### src/rtl/core_tx_arbiter_if.sv
// Transmit-channel bundle between two burst requesters, the arbiter and the UART-side transmitter.
interface core_tx_arbiter_if #(
    parameter int unsigned DATA_W = 16,
    parameter int unsigned LEN_W  = 8
);

    // Requester side
    logic              req0;
    logic              req1;
    logic [LEN_W-1:0]  len0;
    logic [LEN_W-1:0]  len1;
    logic [DATA_W-1:0] rd_data0;
    logic [DATA_W-1:0] rd_data1;
    logic [LEN_W-1:0]  rd_addr0;
    logic [LEN_W-1:0]  rd_addr1;
    logic              gnt0;
    logic              gnt1;
    logic              done0;
    logic              done1;

    // Transmitter side
    logic              tx_done;
    logic [DATA_W-1:0] data_out;
    logic              data_out_valid;

    // Status
    logic              busy;

    // Arbiter view
    modport master (
        input  req0, req1, len0, len1, rd_data0, rd_data1, tx_done,
        output rd_addr0, rd_addr1, gnt0, gnt1, done0, done1,
               data_out, data_out_valid, busy
    );

    // Requester / transmitter / environment view
    modport slave (
        output req0, req1, len0, len1, rd_data0, rd_data1, tx_done,
        input  rd_addr0, rd_addr1, gnt0, gnt1, done0, done1,
               data_out, data_out_valid, busy
    );

endinterface

### src/rtl/core_tx_arbiter.sv
// Round-robin scheduler sharing one transmit channel between the FFT bank (ch0) and FIR output (ch1).
// Each grant streams a whole burst word by word over data_out_valid / tx_done, then pulses done.
module core_tx_arbiter #(
    parameter int unsigned DATA_W = 16,
    parameter int unsigned LEN_W  = 8
) (
    input  logic clk,
    input  logic rstb,
    core_tx_arbiter_if.master bus
);

    localparam logic [1:0] S_IDLE = 2'd0;
    localparam logic [1:0] S_LOAD = 2'd1;
    localparam logic [1:0] S_WAIT = 2'd2;
    localparam logic [1:0] S_DONE = 2'd3;

    logic [1:0]        state_q, state_d;
    logic [LEN_W-1:0]  addr_q, addr_d;
    logic [LEN_W-1:0]  len_q, len_d;
    logic              sel_q, sel_d;
    logic              last_q, last_d;
    logic [DATA_W-1:0] data_q, data_d;
    logic              valid_q, valid_d;
    logic              gnt0_q, gnt0_d;
    logic              gnt1_q, gnt1_d;
    logic              done0_q, done0_d;
    logic              done1_q, done1_d;
    logic [LEN_W-1:0]  rd_addr0_q, rd_addr0_d;
    logic [LEN_W-1:0]  rd_addr1_q, rd_addr1_d;
    logic              busy_q, busy_d;
    logic              tx_done_q;
    logic              ack;

    // Word acknowledge is the rising edge of tx_done; a level already high on WAIT entry is not an ack
    assign ack = bus.tx_done & ~tx_done_q;

    // State and output registers; reset drops everything at once and returns priority to ch0
    always_ff @(posedge clk or negedge rstb) begin
        if (!rstb) begin
            state_q    <= S_IDLE;
            addr_q     <= '0;
            len_q      <= '0;
            sel_q      <= 1'b0;
            last_q     <= 1'b1;
            data_q     <= '0;
            valid_q    <= 1'b0;
            gnt0_q     <= 1'b0;
            gnt1_q     <= 1'b0;
            done0_q    <= 1'b0;
            done1_q    <= 1'b0;
            rd_addr0_q <= '0;
            rd_addr1_q <= '0;
            busy_q     <= 1'b0;
            tx_done_q  <= 1'b0;
        end else begin
            state_q    <= state_d;
            addr_q     <= addr_d;
            len_q      <= len_d;
            sel_q      <= sel_d;
            last_q     <= last_d;
            data_q     <= data_d;
            valid_q    <= valid_d;
            gnt0_q     <= gnt0_d;
            gnt1_q     <= gnt1_d;
            done0_q    <= done0_d;
            done1_q    <= done1_d;
            rd_addr0_q <= rd_addr0_d;
            rd_addr1_q <= rd_addr1_d;
            busy_q     <= busy_d;
            tx_done_q  <= bus.tx_done;
        end
    end

    // Next-state and next-output logic for the IDLE/LOAD/WAIT/DONE burst sequencer
    always_comb begin
        state_d = state_q;
        addr_d  = addr_q;
        len_d   = len_q;
        sel_d   = sel_q;
        last_d  = last_q;
        data_d  = data_q;
        valid_d = 1'b0;
        gnt0_d  = gnt0_q;
        gnt1_d  = gnt1_q;
        done0_d = 1'b0;
        done1_d = 1'b0;

        case (state_q)
            S_IDLE: begin
                if (bus.req0 || bus.req1) begin
                    // With both pending, serve whichever channel was not served last
                    if (bus.req0 && bus.req1) begin
                        sel_d = ~last_q;
                    end else begin
                        sel_d = bus.req1;
                    end
                    len_d   = sel_d ? bus.len1 : bus.len0;
                    addr_d  = '0;
                    gnt0_d  = ~sel_d;
                    gnt1_d  = sel_d;
                    state_d = (len_d == '0) ? S_DONE : S_LOAD;
                end
            end
            S_LOAD: begin
                data_d  = sel_q ? bus.rd_data1 : bus.rd_data0;
                valid_d = 1'b1;
                state_d = S_WAIT;
            end
            S_WAIT: begin
                if (ack) begin
                    if (addr_q == len_q - LEN_W'(1)) begin
                        state_d = S_DONE;
                    end else begin
                        addr_d  = addr_q + LEN_W'(1);
                        state_d = S_LOAD;
                    end
                end
            end
            S_DONE: begin
                done0_d = ~sel_q;
                done1_d = sel_q;
                gnt0_d  = 1'b0;
                gnt1_d  = 1'b0;
                last_d  = sel_q;
                addr_d  = '0;
                state_d = S_IDLE;
            end
            default: begin
                state_d = S_IDLE;
            end
        endcase

        // Each read address tracks the burst index only while its channel holds the grant
        rd_addr0_d = gnt0_d ? addr_d : '0;
        rd_addr1_d = gnt1_d ? addr_d : '0;

        // Busy covers every non-idle cycle plus the cycle carrying the done pulse
        busy_d = (state_d != S_IDLE) || done0_d || done1_d;
    end

    assign bus.data_out       = data_q;
    assign bus.data_out_valid = valid_q;
    assign bus.gnt0           = gnt0_q;
    assign bus.gnt1           = gnt1_q;
    assign bus.done0          = done0_q;
    assign bus.done1          = done1_q;
    assign bus.rd_addr0       = rd_addr0_q;
    assign bus.rd_addr1       = rd_addr1_q;
    assign bus.busy           = busy_q;

endmodule

### src/flat_wrapper.sv
// flat-port wrapper written by rule: the top's interface ports become plain ports
module core_tx_arbiter_flat 
#(
    parameter int unsigned DATA_W = 16,
    parameter int unsigned LEN_W  = 8
)
  (clk, rstb, bus_req0, bus_req1, bus_len0, bus_len1, bus_rd_data0, bus_rd_data1, bus_tx_done, bus_rd_addr0, bus_rd_addr1, bus_gnt0, bus_gnt1, bus_done0, bus_done1, bus_data_out, bus_data_out_valid, bus_busy);
  core_tx_arbiter_if #(.DATA_W(DATA_W), .LEN_W(LEN_W)) bus_i ();
  input  logic clk;
  input  logic rstb;
  input wire logic [$bits(bus_i.req0)-1:0] bus_req0;
  input wire logic [$bits(bus_i.req1)-1:0] bus_req1;
  input wire logic [$bits(bus_i.len0)-1:0] bus_len0;
  input wire logic [$bits(bus_i.len1)-1:0] bus_len1;
  input wire logic [$bits(bus_i.rd_data0)-1:0] bus_rd_data0;
  input wire logic [$bits(bus_i.rd_data1)-1:0] bus_rd_data1;
  input wire logic [$bits(bus_i.tx_done)-1:0] bus_tx_done;
  output wire logic [$bits(bus_i.rd_addr0)-1:0] bus_rd_addr0;
  output wire logic [$bits(bus_i.rd_addr1)-1:0] bus_rd_addr1;
  output wire logic [$bits(bus_i.gnt0)-1:0] bus_gnt0;
  output wire logic [$bits(bus_i.gnt1)-1:0] bus_gnt1;
  output wire logic [$bits(bus_i.done0)-1:0] bus_done0;
  output wire logic [$bits(bus_i.done1)-1:0] bus_done1;
  output wire logic [$bits(bus_i.data_out)-1:0] bus_data_out;
  output wire logic [$bits(bus_i.data_out_valid)-1:0] bus_data_out_valid;
  output wire logic [$bits(bus_i.busy)-1:0] bus_busy;
  assign bus_i.req0 = bus_req0;
  assign bus_i.req1 = bus_req1;
  assign bus_i.len0 = bus_len0;
  assign bus_i.len1 = bus_len1;
  assign bus_i.rd_data0 = bus_rd_data0;
  assign bus_i.rd_data1 = bus_rd_data1;
  assign bus_i.tx_done = bus_tx_done;
  assign bus_rd_addr0 = bus_i.rd_addr0;
  assign bus_rd_addr1 = bus_i.rd_addr1;
  assign bus_gnt0 = bus_i.gnt0;
  assign bus_gnt1 = bus_i.gnt1;
  assign bus_done0 = bus_i.done0;
  assign bus_done1 = bus_i.done1;
  assign bus_data_out = bus_i.data_out;
  assign bus_data_out_valid = bus_i.data_out_valid;
  assign bus_busy = bus_i.busy;
  core_tx_arbiter #(.DATA_W(DATA_W), .LEN_W(LEN_W)) u_core (.clk(clk), .rstb(rstb), .bus(bus_i));
endmodule
### config.mk
export PLATFORM = sky130hd
export DESIGN_NAME = core_tx_arbiter_flat
export DESIGN_NICKNAME = d
export VERILOG_FILES = /design/src/rtl/core_tx_arbiter_if.sv /design/src/rtl/core_tx_arbiter.sv /design/src/flat_wrapper.sv
export SDC_FILE = /design/constraint.sdc
export NUM_CORES = 1
export LEC_CHECK = 0
export ABC_AREA = 1
export ABC_CLOCK_PERIOD_IN_PS = 2000
export CORE_MARGIN = 3
export CORE_UTILIZATION = 47
export DETAILED_ROUTE_END_ITERATION = 6
export PLACE_DENSITY = 0.84
export SYNTH_ARGS = -nofsm -noshare
export SYNTH_HDL_FRONTEND = slang
export SYNTH_SLANG_ARGS = --single-unit
### constraint.sdc
create_clock -name clk -period 2 [get_ports clk]
set_input_delay 0.4 -clock clk [delete_from_list [all_inputs] [get_ports clk]]
set_output_delay 0.4 -clock clk [all_outputs]
set_load 0.05 [all_outputs]
==> Yosys cells after proc, flatten, opt, wreduce, memory -nomap -nowiden <==
Cells that the tools add are included.
{ "totals": {"ff_bits": 59, "in_bits": 53, "output_inout_bits": 38} }
{ "classes": {"addsub": 2, "eq_ne": 4, "n_mux": 23, "bitwise": 5, "reduce_logical": 8} }
{ "op_table": {"columns": ["operator", "count"], "rows": [
  ["2-to-1 mux 8 bit", 6],
  ["case mux 8 bit (3 select lines)", 1],
  ["2-to-1 mux 16 bit", 1],
  ["adder 8 x 1 -> 8 bit (second input constant)", 1],
  ["== test 8 bit", 1],
  ["zero test 8 bit", 1],
  ["2-to-1 mux 1 bit", 8],
  ["2-to-1 mux 2 bit", 4],
  ["case mux 2 bit (4 select lines)", 1],
  ["subtractor 8 x 1 -> 8 bit (second input constant)", 1],
  ["== test 2 bit (second input constant)", 2],
  ["inverter 1 bit", 4],
  ["case mux 1 bit (2 select lines)", 2],
  ["logical OR 1 bit", 3],
  ["== test 2 x 1 -> 1 bit (second input constant)", 1],
  ["zero test 2 bit", 1],
  ["AND reduction 2 bit", 1],
  ["nonzero test 2 bit", 1],
  ["AND 1 bit", 1],
  ["logical AND 1 bit", 1]
]} }

==> Logic depth before layout (Yosys ltp) <==
{ "depth": {"ltp_word": 12, "mapped_depth": 17} }

==> Worst setup path before layout <==
Ideal clock, no wire load.
{ "synth_path": {"path_kind": "flip-flop to flip-flop", "start": "register u_core.len_q[0]", "end": "register u_core.rd_addr0_q[5] (netlist: u_core.bus.rd_addr0[5])", "arrival_time_ns": 1.682, "path_slack_ns": 0.193, "path_stages_with_launch": 17, "path_buffers": 1, "cell_sequence": "dfrtp_1 -> inv_1 -> ha_1 -> inv_1 -> nand2_1 -> nand2_1 -> nand2_1 -> nand3_1 -> nor2_1 -> nand2_1 -> nor2_2 -> nand2_2 -> buf_6 -> nand3_1 -> nand2_1 -> nand3_1 -> a21oi_1"} }
{ "synth_between": {"elab_chain_cells": 6} }
{ "synth_lines": {"columns": ["element", "line", "text"], "rows": [
  ["start, declared", "core_tx_arbiter.sv:19", "logic [LEN_W-1:0] len_q, len_d;"],
  ["start signal, assigned", "core_tx_arbiter.sv:58", "len_q <= len_d;"],
  ["subtractor 8 x 1 -> 8 bit", "core_tx_arbiter.sv:111", "if (addr_q == len_q - LEN_W'(1)) begin"],
  ["== test 8 bit", "core_tx_arbiter.sv:111", null],
  ["2-to-1 mux 8 bit", "core_tx_arbiter.sv:111", null],
  ["2-to-1 mux 8 bit", "core_tx_arbiter.sv:110", "if (ack) begin"],
  ["case mux 8 bit (3 select lines)", "core_tx_arbiter.sv:88", "case (state_q)"],
  ["2-to-1 mux 8 bit", "core_tx_arbiter.sv:134", "rd_addr0_d = gnt0_d ? addr_d : '0;"],
  ["via u_core.rd_addr0_d[5]", "core_tx_arbiter.sv:28", "logic [LEN_W-1:0] rd_addr0_q, rd_addr0_d;"],
  ["end signal, assigned", "core_tx_arbiter.sv:67", "rd_addr0_q <= rd_addr0_d;"],
  ["end, declared", "core_tx_arbiter.sv:28", null]
]} }
The timed path passes the listed nets, and every way through them passes these cells.
A chain may end at the register's enable or synchronous reset.

==> Final worst setup path <==
{ "layout_path": {"start": "register u_core.len_q[1]", "end": "register u_core.rd_addr0_q[7] (netlist: u_core.bus.rd_addr0[7])"} }
Same word-level chain as after synthesis.

==> impl_metrics.json <==
{
  "timing.rr.end": "u_core.bus.rd_addr0[7]$_DFF_PN0_",
  "io_buffers": 90,
  "num_io_pins": 91,
  "end_kind": "register",
  "synth_edf_count": 0,
  "final_layout_size_suffix_gt1_frac": 0.134,
  "ff_latch_area_um2": 1480,
  "drc": 0,
  "fill_cells": 451,
  "die-area_um2": 7260,
  "maxSlewHeadroom": 0.637,
  "setup_tns_ns": 0,
  "first_iter_violations": 164,
  "cts_sinks": 59,
  "numCtsBuffers": 9,
  "r2r-start": "u_core.len_q[1]$_DFFE_PN0P_",
  "crit_arrival_ns": 2.24,
  "layout_common_cells": "93 x nand2_1, 88 x clkdlybuf4s50_1, 58 x dfrtp_1",
  "synthToLayoutAreaGrowth_pct": 47.2,
  "slew_viol_final": 0,
  "die_w_um": 85.2,
  "finalClockSkew_ns": 0.00627,
  "outcome": "completed",
  "clk_pin_slew_ns": 0.07,
  "finalWeightedCongestion": 0.874,
  "multi_input_area_um2": 1360,
  "htree_levels": 3,
  "wl_um": 8720,
  "top_usage_layer": "met2",
  "start_kind": "register",
  "wire_per_inst_um": 15.4,
  "fp.coreArea_um2": 5990,
  "netlist.top_cell.by_area": "dfrtp_1",
  "synthCells": 378,
  "path_common_cell": "nand2_1",
  "grt_pass1_wl_um": 14200,
  "avgViaCountPerCell": 5.27,
  "final_cells": 567,
  "hold_violations": 0,
  "antenna_cells": 0,
  "cts_buffer_depth": 2,
  "r2r_slack_ns": 0.02,
  "crit_fanout": 8,
  "total_power_mw": 6.20,
  "use_met1": 0.290,
  "yosysSeqAreaShare": 0.501,
  "cts_setup_buffers": 0,
  "overflow": 0,
  "synth_nets": 437,
  "drv_cap": 0,
  "crit_type": "register to register",
  "grtUsageMet3": 0.0621,
  "synth_ff_type": "dfrtp_1",
  "path_cells": "inv_2 -> ha_4 -> xor2_1 -> nand3_1 -> nor2_1 -> nand2_1 -> nor2_4 -> nand2_4 -> nand3_2 -> nand2_1 -> nand2_1 -> nand2_2 -> a21oi_2",
  "synth_top_cell_area_share": 0.492,
  "initial_core_util": 0.492,
  "layout_commonest_cell": "nand2_1",
  "synthTopCellsByArea": "dfrtp_1 49%, nand2_1 13%, o21ai_0 8.0%, inv_1 5.2%, nor2_1 5.2%",
  "synth-seq-cells": 59,
  "post-place-ws_ns": -0.200,
  "antenna_found_initial": 0,
  "insertion_delay_ns": 0.34,
  "worst_pin_slew_ns": 0.543,
  "max_stage_delay_ns": 0.38,
  "cts-root-buf": "clkbuf_8",
  "dp.cells": 550,
  "fin_area_um2": 4340,
  "max_freq_ghz": 0.506,
  "ys.warnings.count": 0,
  "period_share": 0.989,
  "place_area_um2": 4030,
  "async_reset_ff_frac": 1.00,
  "ir_worst_vdd_mv": 0.972,
  "power_density_nw_per_um2": 1430,
  "leakage_nw": 2.06,
  "synth_area_um2": 2950,
  "nNetsFinal": 546,
  "hold_class": "primary input to asynchronous set/reset pin",
  "rows": 28,
  "post-dp-hpwl_um": 6090,
  "cts_tree": "done",
  "layout_min_cycle_time_ns": 1.98,
  "grt_util_met2": 0.429,
  "setup_viol": 0,
  "syn_avg_cell_area_um2": 7.80,
  "r2r_cells": 13,
  "grt_pass1_vias": 3049,
  "die-height_um": 85.2,
  "crit_required_ns": 2.26,
  "post_synth_num_cell_types": 30,
  "vias": 2987,
  "rsz0062_at_grt": "yes",
  "slowest_stage": "dfrtp_1",
  "antenna_left": 0,
  "grt_max_degree": 60,
  "grt_usage": 0.247,
  "worst_slack_ns": 0.0220,
  "dr.pass1.iters": 5
}
power by group:
part	internal [mW]	switching [mW]	total (mW)
logic	1.11	2.14	3.25
registers	1.55	0.264	1.81
clock network	0.673	0.465	1.14
total	3.33	2.87	6.20
per-stage QoR:
step,hold slack [ns],utilization
floorplan,0.104,-
global placement,0.424,0.673
detailed placement,0.431,0.673
CTS,0.0674,0.715
global route,0.0772,0.725
finish,0.0473,0.725
cell families (layout without fill, tap and decap cells):
kind of cell / Yosys count / after routing / share of synthesized area
simple gates: 185 / 186 / 0.262
compound gates: 68 / 68 / 0.121
flops: 59 / 59 / 0.501
buf+inv: 54 / 167 / 0.0721
fa+ha+maj: 6 / 6 / 0.0255
xor+xnor: 4 / 4 / 0.0119
mux: 2 / 2 / 0.00679
registers in the layout, indices dropped and copies added, names as in the netlist, 2 cells and up:
name / flops
u_core.bus.data_out: 16
u_core.addr_q: 8
u_core.bus.rd_addr0: 8
u_core.bus.rd_addr1: 8
u_core.len_q: 8
u_core.state_q: 2
metal layers:
metal,up-vias,wire length [um],part of all wire
met3,26,551,0.063
li1,1439,-,-
met1,1400,3410,0.39
met2,122,4530,0.52
met5,-,0,0
met4,0,232,0.027
critical path: cells and delay by family, from the launching register on:
family	cells	cell delay, ns
AO/OA/AOI/OAI	1	0.16
adder cells (fa/ha/maj)	1	0.26
flip-flops	1	0.38
AND/OR/NAND/NOR	9	0.86
XOR/XNOR	1	0.16
buffers and inverters	1	0.06
cell usage after synthesis, types with 2 or more instances:
cell type,instances
a21oi_1,12
a22oi_1,2
and2_1,2
buf_2,2
clkbuf_1,7
clkinv_1,2
dfrtp_1,58
ha_1,6
inv_1,41
mux2i_1,2
nand2_1,99
nand3_1,26
nand4_1,8
nor2_1,41
nor2_2,2
nor3_1,2
o21ai_0,47
o21ai_1,2
or2_2,4
xnor2_1,2
xor2_1,2
layout make-up:
cell class / instances / area share
Clock inverter: 4 / 0.0110
Tap cell: 75 / 0.0216
Timing Repair Buffer: 107 / 0.238
Inverter: 44 / 0.0381
Sequential cell: 59 / 0.340
Multi-Input combinational cell: 266 / 0.313
Clock buffer: 12 / 0.0381
worst max-delay path by stage:
| stage | from | cells past startpoint | slack [ns] | end |
|---|---|---|---|---|
| 6_report | u_core.len_q[1]$_DFFE_PN0P_ | 13 | 0.02 | u_core.bus.rd_addr0[7]$_DFF_PN0_ |
| 5_1_grt | u_core.state_q[0]$_DFF_PN0_ | 9 | -0.12 | u_core.bus.rd_addr0[1]$_DFF_PN0_ |
| 4_1_cts | u_core.len_q[1]$_DFFE_PN0P_ | 12 | 0.02 | u_core.bus.rd_addr0[1]$_DFF_PN0_ |
| 3_5_place_dp | bus_req0 | 10 | -0.20 | u_core.state_q[1]$_DFF_PN0_ |
| 3_3_place_gp | bus_req0 | 10 | -0.13 | u_core.bus.busy$_DFF_PN0_ |
| 2_1_floorplan | u_core.len_q[0]$_DFFE_PN0P_ | 16 | 0.19 | u_core.bus.rd_addr0[5]$_DFF_PN0_ |
what timing repair did:
| item | CTS | global route |
|---|---|---|
| hold buffers | 0 | 0 |
| pin swaps | 5 | 4 |
| gates resized for setup | 7 | 19 |
| setup endpoints to repair | 17 | 26 |
| gates cloned | 1 | 0 |
Power figures use the tool's default switching activity.
